**config.mk**
```make
export PLATFORM = sky130hd
export DESIGN_NAME = dmem_ctrl
export DESIGN_NICKNAME = d
export VERILOG_FILES = /design/src/rtl/dmem_pkg.sv /design/src/rtl/dmem_lane.sv /design/src/rtl/dmem_ctrl.sv
export SDC_FILE = /design/constraint.sdc
export NUM_CORES = 1
export LEC_CHECK = 0
export ABC_AREA = 1
export BUFFER_PORTS_ARGS = -buffer_cell sky130_fd_sc_hd__buf_2
export CAP_MARGIN = 40
export CORE_ASPECT_RATIO = 0.5
export CORE_MARGIN = 10
export CORE_UTILIZATION = 42
export DETAILED_ROUTE_END_ITERATION = 8
export PLACE_DENSITY = 0.7
export SLEW_MARGIN = 20
export SYNTH_ARGS = -nofsm -noshare
export SYNTH_HDL_FRONTEND = slang
export SYNTH_HIERARCHICAL = 1
export SYNTH_SLANG_ARGS = --single-unit
```
**constraint.sdc**
```tcl
create_clock -name clk -period 3.7 [get_ports clk]
set_clock_uncertainty 0.15 [all_clocks]
set_input_delay 0.74 -clock clk [delete_from_list [all_inputs] [get_ports clk]]
set_output_delay 0.74 -clock clk [all_outputs]
set_load 0.01 [all_outputs]
```
**src/rtl/dmem_pkg.sv**
```systemverilog
// Shared types and constants for the data-memory controller.
// FSM state enum, one-hot size codes, default RAM base address.
package dmem_pkg;

    typedef enum logic [1:0] {
        ST_IDLE,
        ST_LOAD,
        ST_MERGE
    } state_e;

    localparam logic [2:0] SW_BYTE = 3'b100;
    localparam logic [2:0] SW_HALF = 3'b010;
    localparam logic [2:0] SW_WORD = 3'b001;

    localparam logic [31:0] DMEM_BASE = 32'h1001_0000;

    function automatic logic sw_onehot(input logic [2:0] s);
        return (s == SW_BYTE) || (s == SW_HALF) || (s == SW_WORD);
    endfunction

endpackage

```
**src/rtl/dmem_lane.sv**
```systemverilog
// Byte-lane steering: right-aligned load extract and sub-word store merge.
// Ports: word/ofs/size/wdata in; rdata (extracted), merged (RMW word) out.
module dmem_lane
    import dmem_pkg::*;
(
    input  logic [31:0] word,
    input  logic [1:0]  ofs,
    input  logic [2:0]  size,
    input  logic [15:0] wdata,
    output logic [31:0] rdata,
    output logic [31:0] merged
);

    logic [4:0]  sh;
    logic [31:0] shifted;
    logic [31:0] mask;
    logic [31:0] ins;

    always_comb begin
        sh      = {ofs, 3'b000};
        shifted = word >> sh;
        rdata   = word;
        mask    = '0;
        ins     = '0;
        case (size)
            SW_BYTE: begin
                rdata = {24'b0, shifted[7:0]};
                mask  = 32'h0000_00ff << sh;
                ins   = {24'b0, wdata[7:0]} << sh;
            end
            SW_HALF: begin
                rdata = {16'b0, shifted[15:0]};
                mask  = 32'h0000_ffff << sh;
                ins   = {16'b0, wdata} << sh;
            end
            default: begin
                rdata = word;
                mask  = '0;
                ins   = '0;
            end
        endcase
        merged = (word & ~mask) | (ins & mask);
    end

endmodule

```
**src/rtl/dmem_ctrl.sv**
```systemverilog
// Data-memory controller between the core data port and a 1-port word RAM.
// Ports: core side cs/we/sw/addr/wdata -> rdata/stall/err/err_addr;
// RAM side mem_en/mem_we/mem_addr/mem_wdata, mem_rdata (1-cycle latency).
module dmem_ctrl
    import dmem_pkg::*;
#(
    parameter int          AW       = 10,
    parameter logic [31:0] BASE     = DMEM_BASE,
    parameter int          LOAD_LAT = 1
) (
    input  logic          clk,
    input  logic          rst,
    input  logic          cs,
    input  logic          we,
    input  logic [2:0]    sw,
    input  logic [31:0]   addr,
    input  logic [31:0]   wdata,
    output logic [31:0]   rdata,
    output logic          stall,
    output logic          err,
    output logic [31:0]   err_addr,
    output logic          mem_en,
    output logic          mem_we,
    output logic [AW-1:0] mem_addr,
    output logic [31:0]   mem_wdata,
    input  logic [31:0]   mem_rdata
);

    if (LOAD_LAT != 1) begin : g_lat_chk
        $error("dmem_ctrl: only LOAD_LAT=1 is supported");
    end

    state_e      state_q, state_d;
    logic [31:0] rdata_q, rdata_d;
    logic [31:0] err_addr_q, err_addr_d;

    logic [31:0] off;
    logic        in_win;
    logic        aligned;
    logic        req_ok;
    logic [31:0] lane_rdata;
    logic [31:0] lane_merged;

    logic        stall_c;
    logic        err_c;
    logic        en_c;
    logic        we_c;
    logic [31:0] wd_c;

    // Window test on the offset: upper bits above the RAM span must be 0.
    always_comb begin
        off     = addr - BASE;
        in_win  = (addr >= BASE) && (off[31:AW+2] == '0);
        aligned = 1'b1;
        if (sw == SW_WORD) aligned = (addr[1:0] == 2'b00);
        if (sw == SW_HALF) aligned = (addr[0] == 1'b0);
        req_ok  = cs && sw_onehot(sw) && in_win && aligned;
    end

    dmem_lane u_lane (
        .word   (mem_rdata),
        .ofs    (off[1:0]),
        .size   (sw),
        .wdata  (wdata[15:0]),
        .rdata  (lane_rdata),
        .merged (lane_merged)
    );

    always_comb begin
        state_d    = state_q;
        rdata_d    = rdata_q;
        err_addr_d = err_addr_q;
        stall_c    = 1'b0;
        err_c      = 1'b0;
        en_c       = 1'b0;
        we_c       = 1'b0;
        wd_c       = '0;
        unique case (state_q)
            ST_IDLE: begin
                if (cs && !req_ok) begin
                    err_c      = 1'b1;
                    err_addr_d = addr;
                    rdata_d    = '0;
                end else if (req_ok) begin
                    en_c = 1'b1;
                    if (we && (sw == SW_WORD)) begin
                        we_c = 1'b1;
                        wd_c = wdata;
                    end else begin
                        stall_c = 1'b1;
                        state_d = we ? ST_MERGE : ST_LOAD;
                    end
                end
            end
            ST_LOAD: begin
                rdata_d = lane_rdata;
                state_d = ST_IDLE;
            end
            ST_MERGE: begin
                en_c    = 1'b1;
                we_c    = 1'b1;
                wd_c    = lane_merged;
                state_d = ST_IDLE;
            end
            default: state_d = ST_IDLE;
        endcase
    end

    // Outputs are forced to their reset values while rst is held low,
    // so a MERGE write in flight is dropped immediately.
    always_comb begin
        stall     = rst & stall_c;
        err       = rst & err_c;
        mem_en    = rst & en_c;
        mem_we    = rst & we_c;
        mem_addr  = (rst && en_c) ? off[AW+1:2] : '0;
        mem_wdata = rst ? wd_c : '0;
        rdata     = rst ? rdata_d : '0;
        err_addr  = err_addr_q;
    end

    always_ff @(posedge clk or negedge rst) begin
        if (!rst) begin
            state_q    <= ST_IDLE;
            rdata_q    <= '0;
            err_addr_q <= '0;
        end else begin
            state_q    <= state_d;
            rdata_q    <= rdata_d;
            err_addr_q <= err_addr_d;
        end
    end

endmodule

```
==> results.toml <==
[sta]
timing.final.ws_setup_ns = 0.182
finalCriticalPeriod_ns = 3.52
hold_viol_final = 0
worstMarginPinSlew_ns = 0.826
finalSetupTns_ns = 0
fmax_mhz = 284
final_max_slew_viol_count = 0
final-setup-viol-count = 0
slew_headroom_pct = 44.9
whs_ns = 0.313
fin_crit_sh_pct = 95.1

[job]
cap_violations = 0

[synth]
synth_edf_count = 0
synth_top_cells_by_count = "431 x nand2_1, 113 x inv_1, 86 x nand3_1, 79 x nor2_1, 67 x a21oi_1"
yosys_most_used_dff = "dfrtp_1"
seq_area_frac_synth_pct = 28.4
synth_cell_types = 26
ys_seq_elements = 66
syn-num-nets = 1132
ys_async_sr_fraction_pct = 100
syn-instance-count = 1029
synth_top_area_share_pct = 28.4
syn_area_per_cell_um2 = 5.64
yosysWarnings = 6
syn-cell-area_um2 = 5810
synth_top_area_cell = "dfrtp_1"
synth_area_leaders = "dfrtp_1 28%, nand2_1 28%, nand3_1 7.4%"
synth.most_common_cell = "nand2_1"

[clock_tree]
clkSinkCount = 66
cts_buffers = 9
htreeDepth = 3
clk_latency_ns = 0.33
cts_buffer_depth = 2
cts_tree = "yes"
ctsHoldBuffers = 0
clk_pin_slew_ns = 0.06
root_buffer = "clkbuf_16"

[detailed_routing]
wire_per_inst_um = 16.1
top_layer_used = "met4"
wl_met2_mm = 10.3
wl_mm = 22.9
drt_iter0_drc = 645
wl_met3_mm = 2.42
drt-met1-wl_mm = 9.95
drt_first_pass_iters = 5
num_vias = 7371
drc_errors = 0
via_per_inst = 5.19
ant_nets = 0

[floorplan]
die_w_um = 186
row_count = 30
io-pin-count = 213
start_util_pct = 42.9
dieArea_um2 = 19200
core_um2 = 13600
die_y_um = 103

[placed_design]
gp_routability_congestion = 0.970
dp_hpwl_mm = 17.4
pre_cts_ws_ns = 0.211
port_buffers = 212

[layout]
syn_to_final_growth_pct = 28.7
nets = 1324
regArea_um2 = 1650
multi_input_area_um2 = 3440
n_fill_cell = 1421
drive_above_1_share_pct = 23.7

[global_route]
grt_overflow = 0
grt_first_pass_wirelength_mm = 35.5
grt_use_total_pct = 23.1
grt_max_degree = 56
grt_pass1_vias = 6761
antenna_found_initial = 2

[worst_setup_path]
r2r-end = "err_addr[21]"
worstPathArrival_ns = 2.63
worstPathMaxFanout = 22
r2r_slack_ns = 0.93
ff2ff_path_depth = 7
endpoint_kind = "output port"
r2r-start = "state_q[1]"
start_kind = "input pin"
path_class = "in2out"
crit_required_ns = 2.81

[power_and_ir_drop]
p_per_area_nw_per_um2 = 281
vdd_drop_max_v = 0.000249
power_mw = 2.10
leakagePower_nw = 4.41

[run_status]
outcome = "finished, final reports clean"

[hold_path]
hold_class = "in2async"
-- routing by layer --
| metal | GRT usage (%) | up-vias |
|---|---|---|
| li1 | - | 3628 |
| met2 | 37.1 | 314 |
| met4 | 4.92 | 0 |
| met5 | 0 | - |
| met3 | 6.79 | 19 |
| met1 | 30.1 | 3410 |
-- area by class of cell --
cell class | count | share of cell area, %
Multi-Input combinational cell | 781 | 46.1
Timing Repair Buffer | 242 | 18.2
Sequential cell | 66 | 22.1
Clock inverter | 4 | 0.653
Antenna cell | 2 | 0.0670
Clock buffer | 12 | 3.57
Inverter | 121 | 6.11
Tap cell | 192 | 3.21
-- worst max-delay path: stages --
cell,delay (ns)
buf_2,0.13
nor2_2,0.18
nand2_1,0.07
o21ai_0,0.16
nand2_1,0.08
nor2_1,0.17
nand3_2,0.15
o21bai_4,0.24
buf_12,0.19
nand3_1,0.10
a21oi_1,0.22
buf_2,0.17
-- per-stage QoR --
stage               util [%]  area, um^2  cells
floorplan                  -        5810   1029
finish                  55.2        7470   1420
detailed placement      52.5        7110   1400
global route            55.1        7470   1419
global placement        52.3        7080   1399
CTS                     54.8        7420   1416
-- how the worst max path moves through the flow --
stage | end | cells after the start | from | slack [ns]
3_5_place_dp | rdata[0] | 15 | sw[0] | 0.21
4_1_cts | rdata[0] | 15 | sw[0] | 0.22
2_1_floorplan | rdata[13] | 13 | addr[17] | 0.64
5_1_grt | rdata[18] | 16 | addr[19] | -0.02
6_report | rdata[26] | 12 | addr[23] | 0.18
3_3_place_gp | rdata[16] | 14 | addr[16] | 0.25
-- power by group --
group          internal (mW)  switching, mW
sequential             0.753         0.0143
combinational          0.152          0.291
clock                  0.575          0.314
-- timing repair --
item / 4_1_cts / 5_1_grt
gates resized for setup: 0 / 3
endpoints found under the setup margin: 0 / 7
hold endpoints to repair: 0 / 0
buffers inserted: 0 / 1
-- cell families after synthesis --
group	synth area share (%)
buf+inv	12.8
simple gates	48.2
compound gates	10.5
flops	28.4
-- sequential cells by signal, indices dropped and copies added, names as in the netlist --
name	cells
err_addr	32
state_q	2
rdata_q	32
-- cell usage in the layout, fill, tap and decap left out, types with 4 or more instances in the layout --
| cell type | n |
|---|---|
| nand3_2 | 4 |
| o211ai_1 | 6 |
| buf_4 | 25 |
| nand3_1 | 85 |
| o21ai_0 | 43 |
| nor2_4 | 4 |
| inv_1 | 112 |
| nor2_1 | 74 |
| nand2_1 | 431 |
| a21oi_1 | 66 |
| buf_2 | 212 |
| clkbuf_16 | 10 |
| dfrtp_1 | 66 |
| nand4_1 | 48 |
| inv_2 | 7 |
| nor2_2 | 8 |
| nand2_2 | 5 |
(Power assumes the default switching activity.)
